File: config.mk
export PLATFORM = sky130hd
export DESIGN_NAME = axi_master_arbiter
export DESIGN_NICKNAME = d
export VERILOG_FILES = /design/src/rtl/axi_master_arbiter.sv
export SDC_FILE = /design/constraint.sdc
export NUM_CORES = 1
export LEC_CHECK = 0
export BUFFER_PORTS_ARGS = -buffer_cell sky130_fd_sc_hd__buf_4
export CAP_MARGIN = 20
export CELL_PAD_IN_SITES_DETAIL_PLACEMENT = 0
export CELL_PAD_IN_SITES_GLOBAL_PLACEMENT = 1
export CORE_AREA = 3 3 184 186
export DETAILED_ROUTE_END_ITERATION = 7
export DIE_AREA = 0 0 187 189
export PLACE_DENSITY_LB_ADDON = 0.1
export SYNTH_ARGS = -nofsm -noshare
export SYNTH_HDL_FRONTEND = slang
export SYNTH_SLANG_ARGS = --single-unit
File: constraint.sdc
create_clock -name clock -period 1.8 [get_ports clock]
set_input_delay 0.27 -clock clock [delete_from_list [all_inputs] [get_ports clock]]
set_output_delay 0.27 -clock clock [all_outputs]
set_load 0.1 [all_outputs]
File: src/rtl/axi_master_arbiter.sv
// Shares one AXI4 master port between the IFU (read-only) and the LSU (read/write).
// One transaction in flight; the grant is held until the last R beat or the B handshake.
module axi_master_arbiter #(
    parameter bit RR_EN = 1'b1
) (
    input  logic        clock,
    input  logic        reset,

    // IFU read channels
    input  logic        ifu_arvalid,
    output logic        ifu_arready,
    input  logic [31:0] ifu_araddr,
    input  logic [3:0]  ifu_arid,
    input  logic [7:0]  ifu_arlen,
    input  logic [2:0]  ifu_arsize,
    input  logic [1:0]  ifu_arburst,
    output logic        ifu_rvalid,
    input  logic        ifu_rready,
    output logic [31:0] ifu_rdata,
    output logic [1:0]  ifu_rresp,
    output logic        ifu_rlast,
    output logic [3:0]  ifu_rid,

    // LSU read channels
    input  logic        lsu_arvalid,
    output logic        lsu_arready,
    input  logic [31:0] lsu_araddr,
    input  logic [3:0]  lsu_arid,
    input  logic [7:0]  lsu_arlen,
    input  logic [2:0]  lsu_arsize,
    input  logic [1:0]  lsu_arburst,
    output logic        lsu_rvalid,
    input  logic        lsu_rready,
    output logic [31:0] lsu_rdata,
    output logic [1:0]  lsu_rresp,
    output logic        lsu_rlast,
    output logic [3:0]  lsu_rid,

    // LSU write channels
    input  logic        lsu_awvalid,
    output logic        lsu_awready,
    input  logic [31:0] lsu_awaddr,
    input  logic [3:0]  lsu_awid,
    input  logic [7:0]  lsu_awlen,
    input  logic [2:0]  lsu_awsize,
    input  logic [1:0]  lsu_awburst,
    input  logic        lsu_wvalid,
    output logic        lsu_wready,
    input  logic [31:0] lsu_wdata,
    input  logic [3:0]  lsu_wstrb,
    input  logic        lsu_wlast,
    output logic        lsu_bvalid,
    input  logic        lsu_bready,
    output logic [1:0]  lsu_bresp,
    output logic [3:0]  lsu_bid,

    // Downstream AXI4 master port
    output logic        io_master_awvalid,
    input  logic        io_master_awready,
    output logic [31:0] io_master_awaddr,
    output logic [3:0]  io_master_awid,
    output logic [7:0]  io_master_awlen,
    output logic [2:0]  io_master_awsize,
    output logic [1:0]  io_master_awburst,
    output logic        io_master_wvalid,
    input  logic        io_master_wready,
    output logic [31:0] io_master_wdata,
    output logic [3:0]  io_master_wstrb,
    output logic        io_master_wlast,
    input  logic        io_master_bvalid,
    output logic        io_master_bready,
    input  logic [1:0]  io_master_bresp,
    input  logic [3:0]  io_master_bid,
    output logic        io_master_arvalid,
    input  logic        io_master_arready,
    output logic [31:0] io_master_araddr,
    output logic [3:0]  io_master_arid,
    output logic [7:0]  io_master_arlen,
    output logic [2:0]  io_master_arsize,
    output logic [1:0]  io_master_arburst,
    input  logic        io_master_rvalid,
    output logic        io_master_rready,
    input  logic [31:0] io_master_rdata,
    input  logic [1:0]  io_master_rresp,
    input  logic        io_master_rlast,
    input  logic [3:0]  io_master_rid
);

    typedef enum logic [2:0] {
        S_IDLE,
        S_IFU_RD,
        S_LSU_RD,
        S_LSU_WR,
        S_LSU_B
    } state_e;

    typedef enum logic {
        GNT_IFU = 1'b0,
        GNT_LSU = 1'b1
    } gnt_e;

    state_e state_q, state_d;
    gnt_e   last_gnt_q, last_gnt_d;
    logic   ar_done_q, ar_done_d;
    logic   aw_done_q, aw_done_d;
    logic   w_done_q, w_done_d;

    logic ifu_req;
    logic lsu_req;
    logic lsu_wins;

    assign ifu_req = ifu_arvalid;
    assign lsu_req = lsu_awvalid | lsu_arvalid;

    // The LSU takes a conflict unless round-robin is on and it was the last one served.
    assign lsu_wins = lsu_req & (~ifu_req | ~RR_EN | (last_gnt_q == GNT_IFU));

    always_ff @(posedge clock) begin
        // NOTE: non-blocking assignments so every register samples pre-edge values.
        if (reset) begin
            state_q    <= S_IDLE;
            last_gnt_q <= GNT_IFU;
            ar_done_q  <= 1'b0;
            aw_done_q  <= 1'b0;
            w_done_q   <= 1'b0;
        end else begin
            state_q    <= state_d;
            last_gnt_q <= last_gnt_d;
            ar_done_q  <= ar_done_d;
            aw_done_q  <= aw_done_d;
            w_done_q   <= w_done_d;
        end
    end

    always_comb begin
        // NOTE: every next-state and output gets a default first, so no path infers a latch.
        state_d    = state_q;
        last_gnt_d = last_gnt_q;
        ar_done_d  = ar_done_q;
        aw_done_d  = aw_done_q;
        w_done_d   = w_done_q;

        ifu_arready = 1'b0;
        ifu_rvalid  = 1'b0;
        ifu_rdata   = '0;
        ifu_rresp   = '0;
        ifu_rlast   = 1'b0;
        ifu_rid     = '0;
        lsu_arready = 1'b0;
        lsu_rvalid  = 1'b0;
        lsu_rdata   = '0;
        lsu_rresp   = '0;
        lsu_rlast   = 1'b0;
        lsu_rid     = '0;
        lsu_awready = 1'b0;
        lsu_wready  = 1'b0;
        lsu_bvalid  = 1'b0;
        lsu_bresp   = '0;
        lsu_bid     = '0;

        io_master_awvalid = 1'b0;
        io_master_awaddr  = '0;
        io_master_awid    = '0;
        io_master_awlen   = '0;
        io_master_awsize  = '0;
        io_master_awburst = '0;
        io_master_wvalid  = 1'b0;
        io_master_wdata   = '0;
        io_master_wstrb   = '0;
        io_master_wlast   = 1'b0;
        io_master_bready  = 1'b0;
        io_master_arvalid = 1'b0;
        io_master_araddr  = '0;
        io_master_arid    = '0;
        io_master_arlen   = '0;
        io_master_arsize  = '0;
        io_master_arburst = '0;
        io_master_rready  = 1'b0;

        case (state_q)
            S_IDLE: begin
                ar_done_d = 1'b0;
                aw_done_d = 1'b0;
                w_done_d  = 1'b0;
                if (lsu_wins) begin
                    last_gnt_d = GNT_LSU;
                    state_d    = lsu_awvalid ? S_LSU_WR : S_LSU_RD;
                end else if (ifu_req) begin
                    last_gnt_d = GNT_IFU;
                    state_d    = S_IFU_RD;
                end
            end

            S_IFU_RD: begin
                io_master_arvalid = ifu_arvalid & ~ar_done_q;
                io_master_araddr  = ifu_araddr;
                io_master_arid    = ifu_arid;
                io_master_arlen   = ifu_arlen;
                io_master_arsize  = ifu_arsize;
                io_master_arburst = ifu_arburst;
                ifu_arready       = io_master_arready & ~ar_done_q;
                ifu_rvalid        = io_master_rvalid;
                ifu_rdata         = io_master_rdata;
                ifu_rresp         = io_master_rresp;
                ifu_rlast         = io_master_rlast;
                ifu_rid           = io_master_rid;
                io_master_rready  = ifu_rready;
                if (ifu_arvalid & ~ar_done_q & io_master_arready) begin
                    ar_done_d = 1'b1;
                end
                if (io_master_rvalid & ifu_rready & io_master_rlast) begin
                    state_d = S_IDLE;
                end
            end

            S_LSU_RD: begin
                io_master_arvalid = lsu_arvalid & ~ar_done_q;
                io_master_araddr  = lsu_araddr;
                io_master_arid    = lsu_arid;
                io_master_arlen   = lsu_arlen;
                io_master_arsize  = lsu_arsize;
                io_master_arburst = lsu_arburst;
                lsu_arready       = io_master_arready & ~ar_done_q;
                lsu_rvalid        = io_master_rvalid;
                lsu_rdata         = io_master_rdata;
                lsu_rresp         = io_master_rresp;
                lsu_rlast         = io_master_rlast;
                lsu_rid           = io_master_rid;
                io_master_rready  = lsu_rready;
                if (lsu_arvalid & ~ar_done_q & io_master_arready) begin
                    ar_done_d = 1'b1;
                end
                if (io_master_rvalid & lsu_rready & io_master_rlast) begin
                    state_d = S_IDLE;
                end
            end

            S_LSU_WR: begin
                // AW and W run independently; either may finish first.
                io_master_awvalid = lsu_awvalid & ~aw_done_q;
                io_master_awaddr  = lsu_awaddr;
                io_master_awid    = lsu_awid;
                io_master_awlen   = lsu_awlen;
                io_master_awsize  = lsu_awsize;
                io_master_awburst = lsu_awburst;
                lsu_awready       = io_master_awready & ~aw_done_q;
                io_master_wvalid  = lsu_wvalid & ~w_done_q;
                io_master_wdata   = lsu_wdata;
                io_master_wstrb   = lsu_wstrb;
                io_master_wlast   = lsu_wlast;
                lsu_wready        = io_master_wready & ~w_done_q;
                if (lsu_awvalid & ~aw_done_q & io_master_awready) begin
                    aw_done_d = 1'b1;
                end
                if (lsu_wvalid & ~w_done_q & io_master_wready & lsu_wlast) begin
                    w_done_d = 1'b1;
                end
                if (aw_done_d & w_done_d) begin
                    state_d = S_LSU_B;
                end
            end

            S_LSU_B: begin
                lsu_bvalid       = io_master_bvalid;
                lsu_bresp        = io_master_bresp;
                lsu_bid          = io_master_bid;
                io_master_bready = lsu_bready;
                if (io_master_bvalid & lsu_bready) begin
                    state_d = S_IDLE;
                end
            end

            default: state_d = S_IDLE;
        endcase
    end

endmodule

==> summary by stage <==
Status
The run finished, with violations left. The final reports fail on negative setup slack.

Final layout
The final layout net count is 1071. The final cell utilization of the core is 32.8%. With fillers left out, the area of the finished cells amounts to 10600 um2. Compared with the post-synthesis result, the final layout area differs by 386%. Fill cells in the final layout number 3232. Registers take between 150 and 200 um2.

The number of antenna diodes in the final layout is 0. The area of the multi-input gates is 2760 um2. The post-route netlist has between 90% and 100% of its cells at a drive strength greater than 1.

Routing
The aggregate routed wire length is 23300 um. The remaining number of nets flagged by the antenna check after routing is 0. The number of vias per cell is 3.60. The post-route DRC violation count is 0. The count of routing violations after the opening detailed-route iteration is 76. Dividing the detail-routed wire length by the instance count gives between 15 and 20 um. The first TritonRoute pass finished after 4 iterations.

Across all layers, the routed design uses 4563 vias.

Critical path
The required time at the worst-slack endpoint is 1530 ps. The worst setup path is captured at an output port. Data arrives at the worst endpoint at 1630 ps. STA classifies the critical path startpoint as a flip-flop.

The kind of critical path is flip-flop to output port. Along the worst path, the maximum fanout reaches 7.

Synth
The sequential element share of the synthesized area is 6.40%. The number of nets produced by synthesis is around 570. Sorting the synthesized cells by area gives the leading types as and2_1 (39%), a22o_1 (20%), and3_1 (12%). The synthesized netlist occupies a cell area of about 2200 um2. The synthesized instance count is approximately 330.

The number of different library cells used by synthesis comes to 35. The number of synthesized register bits is 7. The async set or reset register ratio after synthesis is 0%.

The top-area cell type share of the netlist area is 39.1%. Of all cell types, the one taking the most synthesized area is and2_1. The count of flip-flops with a built-in enable after synthesis is 0.

The number of warning messages in the yosys log is 0. Among all flip-flop cells after synthesis, the most frequent one is dfxtp_1. The average cell area after synthesis is 6.74 um2.

STA
The final-report setup violation count is 137. The count of final hold-check violations is 0. After layout, the worst path uses 106% of the clock period. The final critical-path setup slack is -104 ps. Timing would allow up to 0.525 GHz.

Setup repair after global routing could not meet its margin everywhere. The max-slew violation count is 0. Clock skew on the completed layout was measured at 0.765 ps. The routed design could run at a clock period as short as 1900 ps. For the pin with the worst max-slew slack, the measured transition is 333 ps.

The worst slew margin relative to its limit is a little under 80%. The post-route worst hold slack is 280 ps.

Pwr
The maximum ir drop on the vdd rail is 0.890 mV. The sequential cell fraction of total power is 1.4%. The cell area power density is 1920 nW/um2. The share of total power dissipated in the clock network is 1.9%.

The relative contribution of combinational cells to total power is 96.7%. The power spent charging and discharging nets is 0.0123 W. The cell internal power dissipation is 0.00813 W.

In this run switching power makes up between 60% and 70% of total power. The leakage power of the design is 4.96 nW.

Placement
The number of buffers inserted by port buffering is 473. The HPWL after detailed placement is approximately 17000 um. The instance area at placement is 7160 um2.

Routability-driven placement finished with a final weighted congestion of 0.764.

Clock network
Clock tree synthesis inserted a total of 3 buffers. Clock-pin slew was measured on the worst setup and hold paths at 40 ps. The H-tree depth reported by CTS is 1. CTS saw 7 sinks. TritonCTS built the clock tree. The longest clock path from root to sink contains 2 buffers. After clock tree synthesis, the flow added hold-fix buffers numbering 0. The library cell used as clock root buffer is clkbuf_16. The insertion delay to the later sink of the worst-skew pair is 230 ps.

Floorplanning
The height of the chip is 189 um. The die outline area is 35300 um2. The die width is 187 um. The initial utilization of the core area, before any placement, comes to 6.75%. The number of top-level pins is 474. After floorplanning, the core was sized to cover 32500 um2.

The row count is 66.

Global routing
The number of antenna violations at the first check in global routing is 0. The number of global-route vias before repair is 4818. The leftover overflow at the end of global routing is 0. The largest net degree at the start of global routing is 42.

Across every metal layer, demand over resource in global routing totals 11.2%. The wire length of the first global-routing pass is 31100 um.

Job
The count of maximum capacitance violations is 0.

Worst hold path
The type of the worst min-delay path is primary input to flip-flop.
==> through the flow <==
stage                     instances  setup TNS [ps]  total power, W  worst slack (ps)
final                          1269           -6990          0.0204              -104
after global routing           1269          -15620          0.0210              -152
after CTS                      1253          -11790          0.0185              -149
after floorplan                 325           -3600          0.0119              -338
after detailed placement       1224               0          0.0152              14.9
after global placement         1224           -12.3          0.0152             -9.60
==> power groups by stage <==
stage / clock, W / sequential, W / combinational, W
after global routing: 0.000408 / 0.000307 / 0.0203
after detailed placement: 0 / 0.000276 / 0.0149
after CTS: 0.000392 / 0.000298 / 0.0178
after global placement: 0 / 0.000277 / 0.0149
final: 0.000385 / 0.000295 / 0.0197
after floorplan: 0 / 0.000220 / 0.0117
==> critical path: stages (launching register included) <==
cell and delay, ps:
dfxtp_4 350, buf_6 120, inv_4 40, and3_4 200
buf_12 120, buf_16 110, buf_8 120, and2_4 150
buf_12 160
==> cells by family (layout without fill, tap and decap cells) <==
logic type	after synthesis	after routing	share of synthesized area (%)
compound gates	68	68	26.4
buf+inv	40	542	7.94
simple gates	210	210	59.3
flops	7	7	6.40
==> synth_stat cells (all sizes together) (2+ instances only) <==
cell,n
dfxtp,7
a21oi,3
and3,41
o211ai,3
nor3,3
nand2,4
nor3b,4
nand3b,2
inv,2
nor4,2
a31o,2
clkbuf,20
buf,18
nand2b,4
nor2,10
and2,137
a22o,50
==> layout by cell type, fill, tap and decap left out, types with 2 or more instances in the layout <==
cell type / instances
a21oi_1: 3
a22o_4: 50
a31o_1: 2
and2_1: 2
and2_2: 26
and2_4: 109
and3_2: 40
buf_12: 207
buf_16: 5
buf_4: 259
buf_6: 50
buf_8: 7
clkbuf_16: 11
dfxtp_1: 4
dfxtp_4: 3
nand2_1: 3
nand2b_1: 3
nor2_1: 6
nor2_4: 4
nor3_1: 2
nor3b_2: 3
nor4_1: 2
o211ai_1: 2
==> sequential cells by signal, summed over array words and instances (netlist names) <==
register	count
state_q	3
ar_done_q	1
aw_done_q	1
last_gnt_q	1
w_done_q	1
==> repair_timing <==
| action | 4_1_cts | 5_1_grt |
|---|---|---|
| hold endpoints to repair | 0 | 0 |
| cloned | 7 | 11 |
| resized for setup | 469 | 260 |
| pin swaps | 46 | 51 |
| setup buffers | 18 | 8 |
| setup endpoints to repair | 202 | 231 |
==> cell type report <==
| type | count | share of cell area [%] |
|---|---|---|
| clock buffers | 4 | 0.740 |
| inverters | 2 | 0.0940 |
| multi-input cells | 278 | 25.9 |
| flip-flops and latches | 7 | 1.42 |
| well taps | 442 | 5.20 |
| repair buffers | 536 | 66.6 |
==> layer usage <==
layer	GRT usage [%]	wire length (um)
met5	0	0
met4	1.72	382
met3	2.76	1480
met2	22.4	13000
met1	12.1	8480
==> worst paths after layout <==
path | start | slack (ps) | cells after the start | endpoint
max reg2reg | state_q[2] | 90 | 7 | state_q[1]
min | reset | 280 | 2 | w_done_q
max | state_q[2] | -100 | 8 | io_master_wdata[5]
min reg2reg | last_gnt_q | 490 | 2 | last_gnt_q
No activity file was read; power rests on OpenSTA's default activity.
